$ cat config.mk
export PLATFORM = sky130hd
export DESIGN_NAME = ddr3_app_arbiter
export DESIGN_NICKNAME = d
export VERILOG_FILES = /design/src/rtl/ddr3_app_arbiter.sv
export SDC_FILE = /design/constraint.sdc
export NUM_CORES = 1
export LEC_CHECK = 0
export ABC_AREA = 1
export BUFFER_PORTS_ARGS = -buffer_cell sky130_fd_sc_hd__buf_2
export CAP_MARGIN = 10
export CORE_AREA = 2 2 345 347
export DETAILED_ROUTE_END_ITERATION = 6
export DIE_AREA = 0 0 347 349
export SETUP_SLACK_MARGIN = 0.2
export SKIP_LAST_GASP = 1
export SYNTH_ARGS = -nofsm -noshare
export SYNTH_HDL_FRONTEND = slang
export SYNTH_SLANG_ARGS = --single-unit
$ cat constraint.sdc
create_clock -name ui_clk -period 5.3 [get_ports ui_clk]
set_input_delay 0.265 -clock ui_clk [delete_from_list [all_inputs] [get_ports ui_clk]]
set_output_delay 0.265 -clock ui_clk [all_outputs]
set_load 0.02 [all_outputs]
$ cat src/rtl/ddr3_app_arbiter.sv
// Two-port arbiter in front of a DDR3 user interface: round-robin grant with a
// hold limit, command/data muxing, and a tag FIFO that routes read returns.
module ddr3_app_arbiter #(
  parameter int TAG_DEPTH = 32,
  parameter int MAX_HOLD  = 64
) (
  input  logic         ui_clk,
  input  logic         rst_n,
  input  logic         init_calib_complete,

  input  logic         p0_req,
  input  logic         p0_app_en,
  input  logic         p0_app_wdf_wren,
  input  logic         p0_app_wdf_end,
  input  logic [2:0]   p0_app_cmd,
  input  logic [27:0]  p0_app_addr,
  input  logic [127:0] p0_app_wdf_data,
  output logic         p0_app_rdy,
  output logic         p0_app_wdf_rdy,
  output logic         p0_app_rd_data_valid,
  output logic [127:0] p0_app_rd_data,

  input  logic         p1_req,
  input  logic         p1_app_en,
  input  logic         p1_app_wdf_wren,
  input  logic         p1_app_wdf_end,
  input  logic [2:0]   p1_app_cmd,
  input  logic [27:0]  p1_app_addr,
  input  logic [127:0] p1_app_wdf_data,
  output logic         p1_app_rdy,
  output logic         p1_app_wdf_rdy,
  output logic         p1_app_rd_data_valid,
  output logic [127:0] p1_app_rd_data,

  input  logic         app_rdy,
  input  logic         app_wdf_rdy,
  input  logic         app_rd_data_valid,
  input  logic [127:0] app_rd_data,
  output logic         app_en,
  output logic         app_wdf_wren,
  output logic         app_wdf_end,
  output logic [2:0]   app_cmd,
  output logic [27:0]  app_addr,
  output logic [127:0] app_wdf_data,

  output logic         tag_err,
  output logic [1:0]   dbg_state
);

  // Handshake: a command transfers on any cycle where app_en and app_rdy are
  // both 1; a write beat transfers when app_wdf_wren and app_wdf_rdy are both 1.
  // Read data has no back-pressure: app_rd_data_valid is a one-cycle strobe.

  localparam int AW = $clog2(TAG_DEPTH);
  localparam int CW = $clog2(TAG_DEPTH + 1);
  localparam int HW = $clog2(MAX_HOLD + 1);
  localparam logic [CW-1:0] TAG_FULL_CNT = CW'(TAG_DEPTH);
  localparam logic [HW-1:0] HOLD_MAX     = HW'(MAX_HOLD);
  localparam logic [2:0]    CMD_READ     = 3'd1;

  typedef enum logic [1:0] {
    ST_IDLE = 2'd0,
    ST_GNT0 = 2'd1,
    ST_GNT1 = 2'd2
  } state_t;

  state_t          r_state;
  state_t          w_next_state;
  logic            r_last_gnt;
  logic            w_release;
  logic [HW-1:0]   r_hold_cnt;
  logic            r_tag_mem [TAG_DEPTH];
  logic [AW-1:0]   r_wr_ptr;
  logic [AW-1:0]   r_rd_ptr;
  logic [CW-1:0]   r_tag_cnt;
  logic            r_tag_err;

  logic            w_tag_full;
  logic            w_tag_empty;
  logic            w_p0_rd_blk;
  logic            w_p1_rd_blk;
  logic            w_gnt_id;
  logic            w_accept;
  logic            w_push;
  logic            w_pop;
  logic            w_underflow;
  logic            w_head;

  assign w_tag_full  = (r_tag_cnt == TAG_FULL_CNT);
  assign w_tag_empty = (r_tag_cnt == '0);
  assign w_p0_rd_blk = (p0_app_cmd == CMD_READ) && w_tag_full;
  assign w_p1_rd_blk = (p1_app_cmd == CMD_READ) && w_tag_full;
  assign w_gnt_id    = (r_state == ST_GNT1);

  assign p0_app_rdy     = app_rdy && (r_state == ST_GNT0) && !w_p0_rd_blk;
  assign p1_app_rdy     = app_rdy && (r_state == ST_GNT1) && !w_p1_rd_blk;
  assign p0_app_wdf_rdy = app_wdf_rdy && (r_state == ST_GNT0);
  assign p1_app_wdf_rdy = app_wdf_rdy && (r_state == ST_GNT1);

  // A read held off by a full tag FIFO never reaches the DDR, so every command
  // the IP accepts is also one the port sees accepted.
  always_comb begin
    app_en       = 1'b0;
    app_wdf_wren = 1'b0;
    app_wdf_end  = 1'b0;
    app_cmd      = 3'd0;
    app_addr     = 28'd0;
    app_wdf_data = 128'd0;
    case (r_state)
      ST_GNT0: begin
        app_en       = p0_app_en && !w_p0_rd_blk;
        app_wdf_wren = p0_app_wdf_wren;
        app_wdf_end  = p0_app_wdf_end;
        app_cmd      = p0_app_cmd;
        app_addr     = p0_app_addr;
        app_wdf_data = p0_app_wdf_data;
      end
      ST_GNT1: begin
        app_en       = p1_app_en && !w_p1_rd_blk;
        app_wdf_wren = p1_app_wdf_wren;
        app_wdf_end  = p1_app_wdf_end;
        app_cmd      = p1_app_cmd;
        app_addr     = p1_app_addr;
        app_wdf_data = p1_app_wdf_data;
      end
      default: ;
    endcase
  end

  assign w_accept    = app_en && app_rdy;
  assign w_pop       = app_rd_data_valid && !w_tag_empty;
  assign w_push      = w_accept && (app_cmd == CMD_READ) && (!w_tag_full || w_pop);
  assign w_underflow = app_rd_data_valid && w_tag_empty;
  assign w_head      = r_tag_mem[r_rd_ptr];

  assign p0_app_rd_data_valid = w_pop && !w_head;
  assign p1_app_rd_data_valid = w_pop && w_head;
  assign p0_app_rd_data       = app_rd_data;
  assign p1_app_rd_data       = app_rd_data;
  assign tag_err              = r_tag_err;
  assign dbg_state            = r_state;

  always_comb begin
    w_next_state = r_state;
    w_release    = 1'b0;
    case (r_state)
      ST_IDLE: begin
        if (init_calib_complete) begin
          if (p0_req && p1_req) w_next_state = r_last_gnt ? ST_GNT0 : ST_GNT1;
          else if (p0_req)      w_next_state = ST_GNT0;
          else if (p1_req)      w_next_state = ST_GNT1;
        end
      end
      ST_GNT0: begin
        if (!p0_req) begin
          w_next_state = ST_IDLE;
          w_release    = 1'b1;
        end else if ((r_hold_cnt >= HOLD_MAX) && p1_req) begin
          w_next_state = ST_GNT1;
        end
      end
      ST_GNT1: begin
        if (!p1_req) begin
          w_next_state = ST_IDLE;
          w_release    = 1'b1;
        end else if ((r_hold_cnt >= HOLD_MAX) && p0_req) begin
          w_next_state = ST_GNT0;
        end
      end
      default: w_next_state = ST_IDLE;
    endcase
  end

  always_ff @(posedge ui_clk or negedge rst_n) begin
    if (!rst_n) begin
      r_state    <= ST_IDLE;
      r_last_gnt <= 1'b1;
    end else begin
      r_state <= w_next_state;
      if (w_release) r_last_gnt <= w_gnt_id;
    end
  end

  // Hold counter saturates so a port left alone keeps its grant indefinitely.
  always_ff @(posedge ui_clk or negedge rst_n) begin
    if (!rst_n) begin
      r_hold_cnt <= '0;
    end else if (w_next_state != r_state) begin
      r_hold_cnt <= '0;
    end else if (w_accept && (r_hold_cnt != HOLD_MAX)) begin
      r_hold_cnt <= r_hold_cnt + HW'(1);
    end
  end

  always_ff @(posedge ui_clk) begin
    if (w_push) r_tag_mem[r_wr_ptr] <= w_gnt_id;
  end

  always_ff @(posedge ui_clk or negedge rst_n) begin
    if (!rst_n) begin
      r_wr_ptr  <= '0;
      r_rd_ptr  <= '0;
      r_tag_cnt <= '0;
      r_tag_err <= 1'b0;
    end else begin
      if (w_push) r_wr_ptr <= r_wr_ptr + AW'(1);
      if (w_pop)  r_rd_ptr <= r_rd_ptr + AW'(1);
      case ({w_push, w_pop})
        2'b10:   r_tag_cnt <= r_tag_cnt + CW'(1);
        2'b01:   r_tag_cnt <= r_tag_cnt - CW'(1);
        default: ;
      endcase
      if (w_underflow) r_tag_err <= 1'b1;
    end
  end

endmodule

* Word level (Yosys, flattened, before mapping)
Memories as Yosys holds them, arrays and structs flattened.
Cells that the tools add are included.
Widths: inputs -> output; s select.
** Cells by class
- Bitwise gates (word level) :: 0
- Shifts and indexed selects :: 0
- Divide/modulo/power cells :: 0
- Reduce and logical (&&, ||, !) cells :: 31
- Multipliers :: 0
- Order comparisons :: 1
- Eq/ne operators :: 10
- $add $sub $neg :: 5
- Multiplexer cells :: 24
** Operator list (count)
- $pmux 128 s2 :: 1
- $pmux 28 s2 :: 1
- $logic_and 1x1->1 :: 21
- $mux 2 :: 9
- $mux 7 :: 2
- $pmux 6 s2 :: 1
- $add 5x1->5 const B :: 2
- $eq 3x1->1 const B :: 3
- $pmux 1 s2 :: 4
- $add 7x1->7 const B :: 1
- $ge 7x7->1 const B :: 1
- $ne 7x7->1 const B :: 1
- $add 6x1->6 const B :: 1
- $eq 6x6->1 const B :: 1
- $logic_not 6->1 :: 1
- $pmux 2 s3 :: 1
- $pmux 3 s2 :: 1
- $sub 6x1->6 const B :: 1
- $logic_not 1->1 :: 5
- $eq 2x1->1 const B :: 2
- $eq 2x2->1 const B :: 2
- $mux 1 :: 4
- $reduce_bool 2->1 :: 2
- $logic_not 2->1 :: 1
- other kinds (2) :: 2
** Word-level totals
- Input port bits :: 460
- Bits in latches :: 0
- Flip-flop bits (word level) :: 27
- Memories :: 1
- ROM bits :: 0
- Word-level logic and storage cells :: 79
- RAM bits :: 32
- Output and inout bits :: 427
** Memories
- r_tag_mem :: depth 32, width 1, rd ports 1, clocked after memory_dff 0, wr ports 1, line 72 : logic r_tag_mem [TAG_DEPTH];

* Logic depth before layout (Yosys ltp)
- Depth after elaboration :: 10
- Mapped depth :: 20
- Mapped depth without buffers :: 19

* Worst setup path before layout
No wires, ideal clock.
- Path kind :: register to register
- From :: reg r_state[0] (netlist: dbg_state[0])
- To :: reg r_tag_cnt[4]
- Slack :: 1.778 ns
- Required time :: 5.223 ns
- Arrival time :: 3.444 ns
- Cell stages (with the launch flop) :: 20
- Cells stage by stage :: dfrtp_1 > inv_1 > ha_1 > nand2_1 > a21oi_2 > nand3_1 > nor2_2 > nand4_1 > ha_1 > clkbuf_2 > xnor2_1 > inv_1 > ha_1 > inv_1 > nand2_1 > nand3_1 > o21ai_0 > o21ai_0 > a21oi_1 > a21oi_1
** Between the ends
- Word-level cells in the longest chain between the ends :: 7
- Elaborated cells between the ends (all ways) :: 12
- Those cells by class :: eq/ne: 5; mux: 3; reduce/logical: 4
** Ends and longest elaborated chain
- start, declared :: line 67 : state_t r_state;
- start signal, assigned :: line 179 : r_state <= w_next_state;
- $eq 2x2->1 *
- named net w_gnt_id :: line 82 : logic w_gnt_id;
- $pmux 3 s2 * :: line 109 : case (r_state)
- named net app_cmd[0] :: line 42 : output logic [2:0] app_cmd,
- $eq 3x1->1 * :: line 132 : assign w_push = w_accept && (app_cmd == CMD_READ) && (!w_tag_full || w_pop);
- $logic_and 1x1->1 * (2 in a row) :: line 132
- $eq 2x1->1 or $eq 2x2->1 (tied branches) :: line 208 : case ({w_push, w_pop})
- $pmux 6 s2 or $reduce_bool 2->1 (tied branches)
- end signal, assigned :: line 209 : 2'b10: r_tag_cnt <= r_tag_cnt + CW'(1);
- end signal, assigned :: line 210 : 2'b01: r_tag_cnt <= r_tag_cnt - CW'(1);
- end, declared :: line 75 : logic [CW-1:0] r_tag_cnt;
Mark *: on every way through the listed nets, which the timed path passes. The rest lies on a longest branch.
A chain may end at the register's enable or synchronous reset.

* Worst setup path after layout
- From :: reg r_state[0] (netlist: dbg_state[0])
- To :: out app_wdf_data[78]
** Between the ends
- Word-level cells in the longest chain between the ends :: 2
- Elaborated cells between the ends (all ways) :: 3
- Those cells by class :: eq/ne: 2; mux: 1
** Ends and longest elaborated chain
- $eq 2x2->1 or $eq 2x1->1 (tied branches) :: line 109
- $pmux 128 s2 * :: line 109
- end, declared :: line 44 : output logic [127:0] app_wdf_data,
Mark *: on every way between the ends. The rest lies on a longest branch, timed or not.

==> results by group <==
Status
  – Status: completed

Die
  – Die Y: 349 um
  – Die X: between 300 and 400 um
  – Starting density of the core: 6.426%
  – DIE AREA: ~120000 um^2
  – Core Area: about 120000 um^2
  – IO Count: 887
  – Cell row count: ~130

Synth
  – Mapped Area: around 7500 um^2
  – Register area share after synthesis: between 20% and 30%
  – Ys Warns: 0
  – Syn_area_per_cell: 6.237 um^2
  – Synthesized netlist cell count: 1210
  – Unique masters post-synth: 34
  – Synthesized net count: ~1700
  – Yosys reg bits: between 50 and 60

Place
  – Post-DP HPWL: ~70 mm
  – Dpl cell area: 9878 um^2
  – Port bufs: roughly 500
  – Setup WS pre-CTS: approximately 1.7 ns
  – Cell total after placement: approximately 2900
  – GPL Wtd Cong: roughly 0.84

Clocking
  – # resized after CTS: 0
  – Clock-pin slew on the worst setup and hold paths: ~0.060 ns
  – CTS tree: done
  – CTS Buf Count: 9
  – Clk sinks: 59
  – Clk_lat worst skew: 0.33 ns
  – H-tree Lvls: 3
  – Clock Tree Root: clkbuf_16
  – Clock Tree Buf Depth: 2

Routing
  – DR iter-0 viols: about 870
  – Vias post-DR: roughly 9000
  – WL/cell: between 20 and 30 um
  – DRT antenna net count: 0
  – First-pass DRT Iterations: 7
  – # DRC: 0
  – Vias per std cell: slightly above 3
  – Routed wire length: around 77 mm

Cells and area
  – Layout cells sized above 1: 37.78%
  – Final non-filler cell total: 2962
  – Most frequent cells in the layout: 502 x buf_2, 413 x nand2_1, 168 x a21oi_1, 80 x nor2_1, 48 x inv_1
  – Area grow syn2layout: 35.43%
  – Finished Cell Area: just over 10000 um^2
  – Commonest non-fill, non-tap cell in the layout: buf_2
  – NumNets Final: around 1900

Job
  – Max-cap viol count: 0

Pwr
  – VDD IR max: around 510 uV
  – Power per cell area: 500.9 nW/um^2
  – Leak Pwr: ~4.5 nW

STA
  – Clk_skew: between 0.007 and 0.008 ns
  – Final hold viol count: 0
  – # setup viols final: 0
  – Setup TNS: 0 ns
  – Slew Viols, Final: 0
  – Hold Slack: 0.2242 ns
  – Post-route setup slack: roughly 1.7 ns
  – Tcrit/Tclk final: 68.85%
  – Headroom to the max-slew limit: between 30 and 40%
  – Least-Margin Pin Slew: around 0.96 ns
  – RSZ-0062 raised after global routing: no
  – Fin crit period: approximately 3.6 ns
  – Fmax: 274.0 MHz

Global routing
  – GRT Total Usage: approximately an eighth
  – Largest net degree at the start of global routing: 143
  – Grt ovf: 0
  – Initial antenna violation count: about 100
  – Vias in the first global route: 8008
  – First-pass GRT wire length: between 90 and 100 mm

Worst hold path
  – Hold Path Origin: app_rd_data_valid
  – Hold crit path type: primary input to register
  – Hold EP: tag_err
  – Hold Path Stages: 2

Setup path
  – Slowest CP cell: buf_4
  – WS Path Type: register to primary output
  – Critical Path Fanout Max: 86
  – Category of the worst setup path launch point: register
  – Worst path cell trace: inv_1, ha_1, inv_8, buf_4, a21oi_1, buf_2
  – FF-to-FF Start: dbg_state[0]
  – Buffers & Inverters on Critical Path: 4
  – Crit path DAT: approximately 3.4 ns
  – CP required: 5.04 ns
  – R2R setup slack: between 1.5 and 2 ns
  – R2R cell count: 18
  – FF-to-FF End: r_tag_cnt[4]
  – Crit-path leading delay family: buffers and inverters
  – Crit path from: dbg_state[0]
  – CP Capture Type: primary output
  – Critical Path Max Stage Delay: 0.81 ns
[state kept, by name (all words and copies together), names as in the netlist]
| signal | flops |
|---|---|
| r_rd_ptr | 5 |
| r_tag_mem | 32 |
| dbg_state | 2 |
| tag_err | 1 |
| r_hold_cnt | 7 |
| r_last_gnt | 1 |
| r_wr_ptr | 5 |
| r_tag_cnt | 6 |
[per-layer routing]
| layer | up-vias | track usage [%] | wire, um |
|---|---|---|---|
| met5 | - | 0.3601 | 303 |
| met1 | 4105 | 13.24 | 28760 |
| met2 | 892 | 16.60 | 29820 |
| met4 | 36 | 1.464 | 1594 |
| li1 | 4005 | - | - |
| met3 | 196 | 11.48 | 16300 |
[Yosys cell counts, drive strengths merged]
cell | number | area share [%]
nor3b | 2 | 0.20
and3 | 1 | 0.083
nand2 | 415 | 21
a31oi | 1 | 0.083
nand4 | 11 | 0.91
a31o | 1 | 0.12
nand3 | 35 | 2.3
a21boi | 1 | 0.10
nor3 | 2 | 0.13
inv | 50 | 2.5
o21ai | 25 | 1.7
xnor2 | 5 | 0.58
dfstp | 1 | 0.35
o22ai | 1 | 0.083
edfxtp | 32 | 13
dfrtp | 26 | 8.6
a21oi | 169 | 11
xor2 | 12 | 1.4
buf | 271 | 27
ha | 14 | 2.3
or2 | 1 | 0.083
clkbuf | 46 | 2.3
nor2 | 83 | 4.3
o211ai | 5 | 0.50
[cell type report]
class | instances | area, um^2
antenna | 10 | 25.02
clock buffer | 9 | 225.2
clock inverter | 7 | 82.58
fill | 13890 | 107200
inverter | 50 | 195.2
multi-input combinational | 784 | 3568
sequential | 59 | 1638
tap | 1536 | 1922
timing repair buffer | 507 | 2565
[through the flow]
stage	utilization, %	power, mW
2_1_floorplan	-	3.179
3_3_place_gp	8.411	4.587
3_5_place_dp	8.411	4.618
4_1_cts	8.681	5.231
5_1_grt	8.685	5.553
6_report	8.702	5.120
[cells by family after synthesis]
| family | count (synthesis) | share of synthesized area [%] |
|---|---|---|
| AND/OR/NAND/NOR | 550 | 28.86 |
| buffers and inverters | 367 | 31.35 |
| adder cells (fa/ha/maj) | 14 | 2.321 |
| AO/OA/AOI/OAI | 203 | 13.79 |
| XOR/XNOR | 17 | 1.973 |
| flip-flops | 59 | 21.70 |
[worst max path at each step]
stage,end,slack [ns],cells after the start
3_5_place_dp,r_tag_cnt[4],1.67,18
6_report,app_wdf_data[78],1.65,6
3_3_place_gp,r_tag_cnt[4],1.71,18
5_1_grt,r_tag_cnt[4],1.28,18
4_1_cts,app_wdf_data[114],1.58,6
2_1_floorplan,r_tag_cnt[4],1.78,19
[what timing repair did]
action / CTS / global route
setup endpoints to repair: 0 / 0
hold buffers: 1 / 0
buffers inserted: 0 / 0
endpoints found under the hold margin: 26 / 0
[power by group]
| part | internal (mW) | switching [mW] | leakage (nW) | total, mW |
|---|---|---|---|---|
| Sequential | 0.602 | 0.135 | 0.619 | 0.737 |
| Combinational | 0.904 | 2.89 | 3.71 | 3.79 |
| Clock | 0.371 | 0.220 | 0.151 | 0.592 |
| Total | 1.88 | 3.24 | 4.48 | 5.12 |
Power figures use the tool's default switching activity.
